### src/rtl/stream_axis_pkg.sv
// Shared types and constants for the encoded-stream drain and AXI-Stream packer.
package stream_axis_pkg;

   typedef enum logic [1:0] {IDLE, DRAIN, FLUSH, DONE} drain_state_t;

   localparam int unsigned AXIS_BYTES     = 4;
   localparam int unsigned RD_LAT_DEFAULT = 2;

   // Lane enables for a word whose last filled lane is 'last_lane'.
   function automatic logic [3:0] keep_mask(input logic [1:0] last_lane);
      unique case (last_lane)
         2'd0:    keep_mask = 4'b0001;
         2'd1:    keep_mask = 4'b0011;
         2'd2:    keep_mask = 4'b0111;
         default: keep_mask = 4'b1111;
      endcase
   endfunction

endpackage

### src/rtl/byte_fifo.sv
// Synchronous first-word-fall-through FIFO with occupancy count; DEPTH must be a power of 2.
module byte_fifo #(
   parameter int unsigned DEPTH = 8,
   parameter int unsigned WIDTH = 8
) (
   input  logic                     clk,
   input  logic                     rst_n,
   input  logic                     push,
   input  logic [WIDTH-1:0]         wdata,
   input  logic                     pop,
   output logic [WIDTH-1:0]         rdata,
   output logic                     empty,
   output logic [$clog2(DEPTH):0]   count
);

   localparam int unsigned AW = $clog2(DEPTH);

   logic [WIDTH-1:0] mem [DEPTH];
   logic [AW-1:0]    wptr_q, rptr_q;
   logic [AW:0]      count_q;
   logic             full, do_push, do_pop;

   assign empty   = (count_q == '0);
   assign full    = (count_q == (AW+1)'(DEPTH));
   assign do_pop  = pop && !empty;
   // A push at full is legal only when the same cycle frees a slot.
   assign do_push = push && (!full || do_pop);
   assign rdata   = mem[rptr_q];
   assign count   = count_q;

   always_ff @(posedge clk) begin
      if (do_push) mem[wptr_q] <= wdata;
   end

   always_ff @(posedge clk or negedge rst_n) begin
      if (!rst_n) begin
         wptr_q  <= '0;
         rptr_q  <= '0;
         count_q <= '0;
      end else begin
         if (do_push) wptr_q <= wptr_q + AW'(1);
         if (do_pop)  rptr_q <= rptr_q + AW'(1);
         case ({do_push, do_pop})
            2'b10:   count_q <= count_q + (AW+1)'(1);
            2'b01:   count_q <= count_q - (AW+1)'(1);
            default: count_q <= count_q;
         endcase
      end
   end

   push_not_full: assert property (@(posedge clk) disable iff (!rst_n)
      !(push && full && !do_pop));

endmodule

### src/rtl/stream_axis_drain.sv
// Drains an encoded stream via paired reads, buffers returned bytes with credit flow control
// and packs them little-endian into 32-bit AXI-Stream words with TKEEP/TLAST.
module stream_axis_drain
   import stream_axis_pkg::*;
#(
   parameter int unsigned FIFO_DEPTH = 8,
   parameter int unsigned COUNT_W    = 16,
   parameter int unsigned RD_LAT     = RD_LAT_DEFAULT
) (
   input  logic               clk,
   input  logic               rst_n,
   input  logic               start,
   input  logic [COUNT_W-1:0] byte_count,
   output logic               busy,
   output logic               done,
   output logic               read_en,
   input  logic [7:0]         byte_in,
   input  logic               byte_valid,
   output logic [31:0]        m_axis_tdata,
   output logic [3:0]         m_axis_tkeep,
   output logic               m_axis_tlast,
   output logic               m_axis_tvalid,
   input  logic               m_axis_tready
);

   localparam int unsigned CNT_W  = $clog2(FIFO_DEPTH) + 1;
   localparam int unsigned LANE_W = $clog2(AXIS_BYTES);

   drain_state_t       state_q, state_d;
   logic [COUNT_W-1:0] rd_remaining_q, rd_remaining_d, rx_remaining_q, rx_remaining_d;
   logic [CNT_W-1:0]   in_flight_q, in_flight_d, fifo_count;
   logic               pair_second_q, pair_second_d;
   logic [LANE_W-1:0]  lane_q, lane_d;
   logic [31:0]        acc_q, acc_d, tdata_q, tdata_d, merged;
   logic [3:0]         tkeep_q, tkeep_d;
   logic               tlast_q, tlast_d, tvalid_q, tvalid_d;
   logic [CNT_W:0]     credit_sum;
   logic               can_pair, last_read, final_hs, byte_accept;
   logic               fifo_pop, fifo_empty, slot_free, word_end;
   logic [7:0]         fifo_rdata;

   // Reserve room for both bytes of a pair before its first read goes out.
   assign credit_sum  = {1'b0, fifo_count} + {1'b0, in_flight_q} + (CNT_W+1)'(2);
   assign can_pair    = (credit_sum <= (CNT_W+1)'(FIFO_DEPTH)) &&
                        (rd_remaining_q >= COUNT_W'(2));
   assign last_read   = (state_q == DRAIN) && pair_second_q && (rd_remaining_q == COUNT_W'(1));
   assign final_hs    = tvalid_q && m_axis_tready && tlast_q;
   assign byte_accept = byte_valid && (in_flight_q != '0);
   assign slot_free   = !tvalid_q || m_axis_tready;
   assign word_end    = (lane_q == LANE_W'(AXIS_BYTES - 1)) || (rx_remaining_q == COUNT_W'(1));
   assign fifo_pop    = !fifo_empty && (rx_remaining_q != '0) && (!word_end || slot_free);
   assign merged      = acc_q | (32'(fifo_rdata) << {lane_q, 3'b000});

   byte_fifo #(
      .DEPTH (FIFO_DEPTH),
      .WIDTH (8)
   ) u_fifo (
      .clk   (clk),
      .rst_n (rst_n),
      .push  (byte_accept),
      .wdata (byte_in),
      .pop   (fifo_pop),
      .rdata (fifo_rdata),
      .empty (fifo_empty),
      .count (fifo_count)
   );

   always_ff @(posedge clk or negedge rst_n) begin
      if (!rst_n) state_q <= IDLE;
      else        state_q <= state_d;
   end

   always_comb begin
      state_d = state_q;
      unique case (state_q)
         IDLE:    if (start) state_d = (byte_count != '0) ? DRAIN : DONE;
         DRAIN:   if (last_read) state_d = FLUSH;
         FLUSH:   if (final_hs) state_d = DONE;
         default: state_d = IDLE;
      endcase
   end

   always_comb begin
      busy    = (state_q != IDLE);
      done    = (state_q == DONE);
      read_en = (state_q == DRAIN) && (pair_second_q || can_pair);
   end

   always_comb begin
      rd_remaining_d = rd_remaining_q;
      rx_remaining_d = rx_remaining_q;
      pair_second_d  = pair_second_q;
      in_flight_d    = in_flight_q;
      lane_d         = lane_q;
      acc_d          = acc_q;
      tdata_d        = tdata_q;
      tkeep_d        = tkeep_q;
      tlast_d        = tlast_q;
      tvalid_d       = tvalid_q;
      if (state_q == IDLE && start) begin
         rd_remaining_d = byte_count;
         rx_remaining_d = byte_count;
         lane_d         = '0;
         acc_d          = '0;
      end
      if (read_en) begin
         rd_remaining_d = rd_remaining_q - COUNT_W'(1);
         pair_second_d  = !pair_second_q;
      end
      case ({read_en, byte_accept})
         2'b10:   in_flight_d = in_flight_q + CNT_W'(1);
         2'b01:   in_flight_d = in_flight_q - CNT_W'(1);
         default: in_flight_d = in_flight_q;
      endcase
      if (tvalid_q && m_axis_tready) tvalid_d = 1'b0;
      if (fifo_pop) begin
         rx_remaining_d = rx_remaining_q - COUNT_W'(1);
         if (word_end) begin
            tdata_d  = merged;
            tkeep_d  = keep_mask(lane_q);
            tlast_d  = (rx_remaining_q == COUNT_W'(1));
            tvalid_d = 1'b1;
            acc_d    = '0;
            lane_d   = '0;
         end else begin
            acc_d  = merged;
            lane_d = lane_q + LANE_W'(1);
         end
      end
   end

   always_ff @(posedge clk or negedge rst_n) begin
      if (!rst_n) begin
         rd_remaining_q <= '0;
         rx_remaining_q <= '0;
         pair_second_q  <= 1'b0;
         in_flight_q    <= '0;
         lane_q         <= '0;
         acc_q          <= '0;
         tdata_q        <= '0;
         tkeep_q        <= '0;
         tlast_q        <= 1'b0;
         tvalid_q       <= 1'b0;
      end else begin
         rd_remaining_q <= rd_remaining_d;
         rx_remaining_q <= rx_remaining_d;
         pair_second_q  <= pair_second_d;
         in_flight_q    <= in_flight_d;
         lane_q         <= lane_d;
         acc_q          <= acc_d;
         tdata_q        <= tdata_d;
         tkeep_q        <= tkeep_d;
         tlast_q        <= tlast_d;
         tvalid_q       <= tvalid_d;
      end
   end

   assign m_axis_tdata  = tdata_q;
   assign m_axis_tkeep  = tkeep_q;
   assign m_axis_tlast  = tlast_q;
   assign m_axis_tvalid = tvalid_q;

   no_stray_byte: assert property (@(posedge clk) disable iff (!rst_n)
      byte_valid |-> (in_flight_q != '0));
   in_flight_bound: assert property (@(posedge clk) disable iff (!rst_n)
      in_flight_q <= CNT_W'(RD_LAT));

endmodule

### config.mk
export PLATFORM = sky130hd
export DESIGN_NAME = stream_axis_drain
export DESIGN_NICKNAME = d
export VERILOG_FILES = /design/src/rtl/stream_axis_pkg.sv /design/src/rtl/byte_fifo.sv /design/src/rtl/stream_axis_drain.sv
export SDC_FILE = /design/constraint.sdc
export NUM_CORES = 1
export LEC_CHECK = 0
export CORE_UTILIZATION = 60
export DETAILED_ROUTE_END_ITERATION = 7
export PLACE_DENSITY_LB_ADDON = 0.15
export SLEW_MARGIN = 20
export SYNTH_ARGS = -nofsm -noshare
export SYNTH_HDL_FRONTEND = slang
export SYNTH_SLANG_ARGS = --single-unit
### constraint.sdc
create_clock -name clk -period 6.61 [get_ports clk]
set_input_delay 0.9915 -clock clk [delete_from_list [all_inputs] [get_ports clk]]
set_output_delay 0.9915 -clock clk [all_outputs]
set_load 0.01 [all_outputs]
==> flow_summary_export.csv <==
group,metric,value,unit
status,outcome,"finished, final reports clean",
layout,syn_to_final_growth,16.7,%
timing,min_period,4.40,ns
critical_path,worstSetupPathType,"register to output pin",
die,die_x,122,um
timing,max_freq,227,MHz
critical_path,crit_path_end,"read_en",
global_routing,grt_start_max_net_pins,68,
place,gp_congestion,0.855,
route,drtAntennaViolNets,0,
cts,htreeDepth,4,
place,place_area,9530,sq um
layout,nFillCells,942,
power,powerDensity,520,nW/um^2
power,power_leakage,4.20,nW
synth,yosysSeqAreaShare,57.1,%
critical_path,reg2reg_from,"in_flight_q[1]",
cts,insertion_delay,0.44,ns
timing,holdWs,0.463,ns
synth,synth_area_leaders,"dfrtp_1 35%, edfxtp_1 22%, mux2i_1 4.9%",
cts,tritoncts,"yes",
critical_path,critPathCaptureType,"output pin",
cts,cts.clk_slew.worst_paths,0.07,ns
cts,cts_inserted_buffers,17,
die,initial_utilization,61.9,%
synth,yosys-top-cells-count,"121 x dfrtp_1, 75 x a21oi_1, 64 x edfxtp_1",
timing,rsz0062_at_grt,"false",
synth,synth_cells,724,
timing,tightest_slew,1.13,ns
synth,ys.warnings.count,0,
synth,synth_seq_cells,185,
route,vias,6012,
cts,post_cts_buffers,0,
critical_path,worst_ep_required_time,5.62,ns
place,io_buffers,69,
critical_path,start_kind,"register",
critical_path,timing.rr.end,"in_flight_q[3]",
route,viasPerCell,6.09,
synth,yosysTopAreaCell,"dfrtp_1",
timing,setup_viol,0,
layout,finish.utilization,72.3,%
global_routing,grtUsageMet2,44.7,%
die,core_area,14000,sq um
global_routing,busiest_layer,"met2",
critical_path,cp.arrival,3.41,ns
synth,synth.most_common_cell,"dfrtp_1",
timing,hold_viol_final,0,
critical_path,cp_max_fo,30,
power,p_total,5.26,mW
synth,syn_area,8660,sq um
cts,root_buffer,"clkbuf_16",
place,dp.final_hpwl,12500,um
global_routing,grt_pass1_vias,6030,
synth,syn_area_per_cell,12.0,sq um
layout,fin_nets,852,
layout,fin_area,10100,sq um
synth,synthDistinctLibCells,64,
route,first_iter_violations,468,
timing,slew_headroom,24.8,%
global_routing,antenna_found_initial,0,
synth,yosysTopAreaCellShare,34.9,%
cts,cts.sinks,185,
synth,async_flop_share,65.4,%
global_routing,grt_pass1_wl,30600,um
timing,tns,0,ns
layout,drive_above_1_share,12.4,%
place,dp_slack,2.25,ns
route,routedWlPerCell,18.9,um
cts,hold_buffers,0,
die,die_h,122,um
cts,cts_resized,0,
layout,diodes,0,
critical_path,reg2regPathDepth,17,
place,placed_cells,955,
die,die_area,14900,sq um
timing,clock_skew,0.00875,ns
die,num_rows,43,
synth,synth_nets,782,
critical_path,critPathLaunch,"in_flight_q[1]",
route,wl,18700,um
synth,synthFlopType,"dfrtp_1",
timing,post-route-period-util,66.6,%
timing,timing.final.ws_setup,2.21,ns
power,peakVddDrop,0.000336,V
route,drt_first_pass_iters,5,
min_path,hp-class,"register to register",
route,drc,0,
job,drv_cap,0,
synth,synth_edf_count,64,
global_routing,grt_usage,27.3,%
global_routing,gr-usage-met3,5.76,%
global_routing,grt_util_met1,36.0,%
global_routing,globalRouteOverflowTotal,0,
layout,layout.cells.non_filler,987,
die,pin_count,70,
cts,cts_buffer_depth,2,
timing,slew_viol_final,0,
critical_path,r2r_slack,2.47,ns
cells by family (layout without fill, tap and decap cells):
kind of cell / Yosys count / count (layout) / synth area share, %
adders and majority gates: 29 / 29 / 4.36
xor gates and xnor gates: 14 / 14 / 1.42
DFF: 185 / 185 / 57.1
buffers and inverters: 83 / 166 / 3.93
muxes: 74 / 74 / 11.1
and+or+nand+nor: 198 / 198 / 11.2
AOI/OAI and AO/OA: 141 / 141 / 10.8
power breakdown:
| part | switching [mW] | internal (mW) | leakage, nW |
|---|---|---|---|
| clock network | 0.456 | 0.540 | 0.276 |
| registers | 0.388 | 1.60 | 2.04 |
| logic | 1.23 | 1.04 | 1.88 |
| total | 2.07 | 3.18 | 4.20 |
worst min path at each step:
| stage | start | end | cells after the start |
|---|---|---|---|
| after floorplan | acc_q[0] | acc_q[0] | 2 |
| after global placement | m_axis_tkeep[0] | m_axis_tkeep[0] | 1 |
| after detailed placement | m_axis_tkeep[0] | m_axis_tkeep[0] | 1 |
| after CTS | m_axis_tkeep[0] | m_axis_tkeep[0] | 1 |
| after global routing | m_axis_tkeep[0] | m_axis_tkeep[0] | 1 |
| final | m_axis_tkeep[0] | m_axis_tkeep[0] | 1 |
critical path: stages (launching register included):
cell and delay [ns]:
dfrtp_1 0.47, inv_1 0.08, ha_1 0.27, inv_1 0.04, ha_1 0.21, fa_1 0.43, nor3_1 0.19, o21ai_0 0.16
o21ai_2 0.17, buf_4 0.35, clkdlybuf4s50_1 0.61
layout by cell type, fill, tap and decap left out, drive strengths merged, types with 4 or more instances in the layout:
cell,instances
dfrtp,121
a21oi,75
clkdlybuf4s50,68
edfxtp,64
nor2,63
inv,63
mux2i,42
nand2,42
ha,27
nand3,24
nor3,21
clkbuf,19
mux4,16
mux2,16
o221a,13
nor4,13
buf,10
o21ai,9
o211ai,8
xor2,7
xnor2,7
o31ai,7
nand2b,6
or3,6
nand4,5
o311ai,5
nor3b,4
a211oi,4
o22ai,4
state kept, by name (all words and copies together) (netlist names), 2 cells and up:
signal	cells
u_fifo.mem	64
acc_q	32
m_axis_tdata	32
rd_remaining_q	16
rx_remaining_q	16
in_flight_q	4
m_axis_tkeep	4
u_fifo.count	4
u_fifo.rptr_q	3
u_fifo.wptr_q	3
lane_q	2
state_q	2
area by class of cell:
class / count / area, sq um / area share (%)
flip-flops and latches: 185 / 4950 / 49.0
multi-input cells: 456 / 3390 / 33.6
repair buffers: 78 / 756 / 7.48
clock buffers: 19 / 443 / 4.38
well taps: 180 / 225 / 2.23
inverters: 56 / 210 / 2.08
clock inverters: 13 / 131 / 1.30
per-layer routing:
layer	wire, um	part of all wire [%]
met5	0	0
met4	410	2.2
met3	795	4.3
met2	9180	49
met1	8290	44
Note: power is estimated with default switching activity, not from simulation.
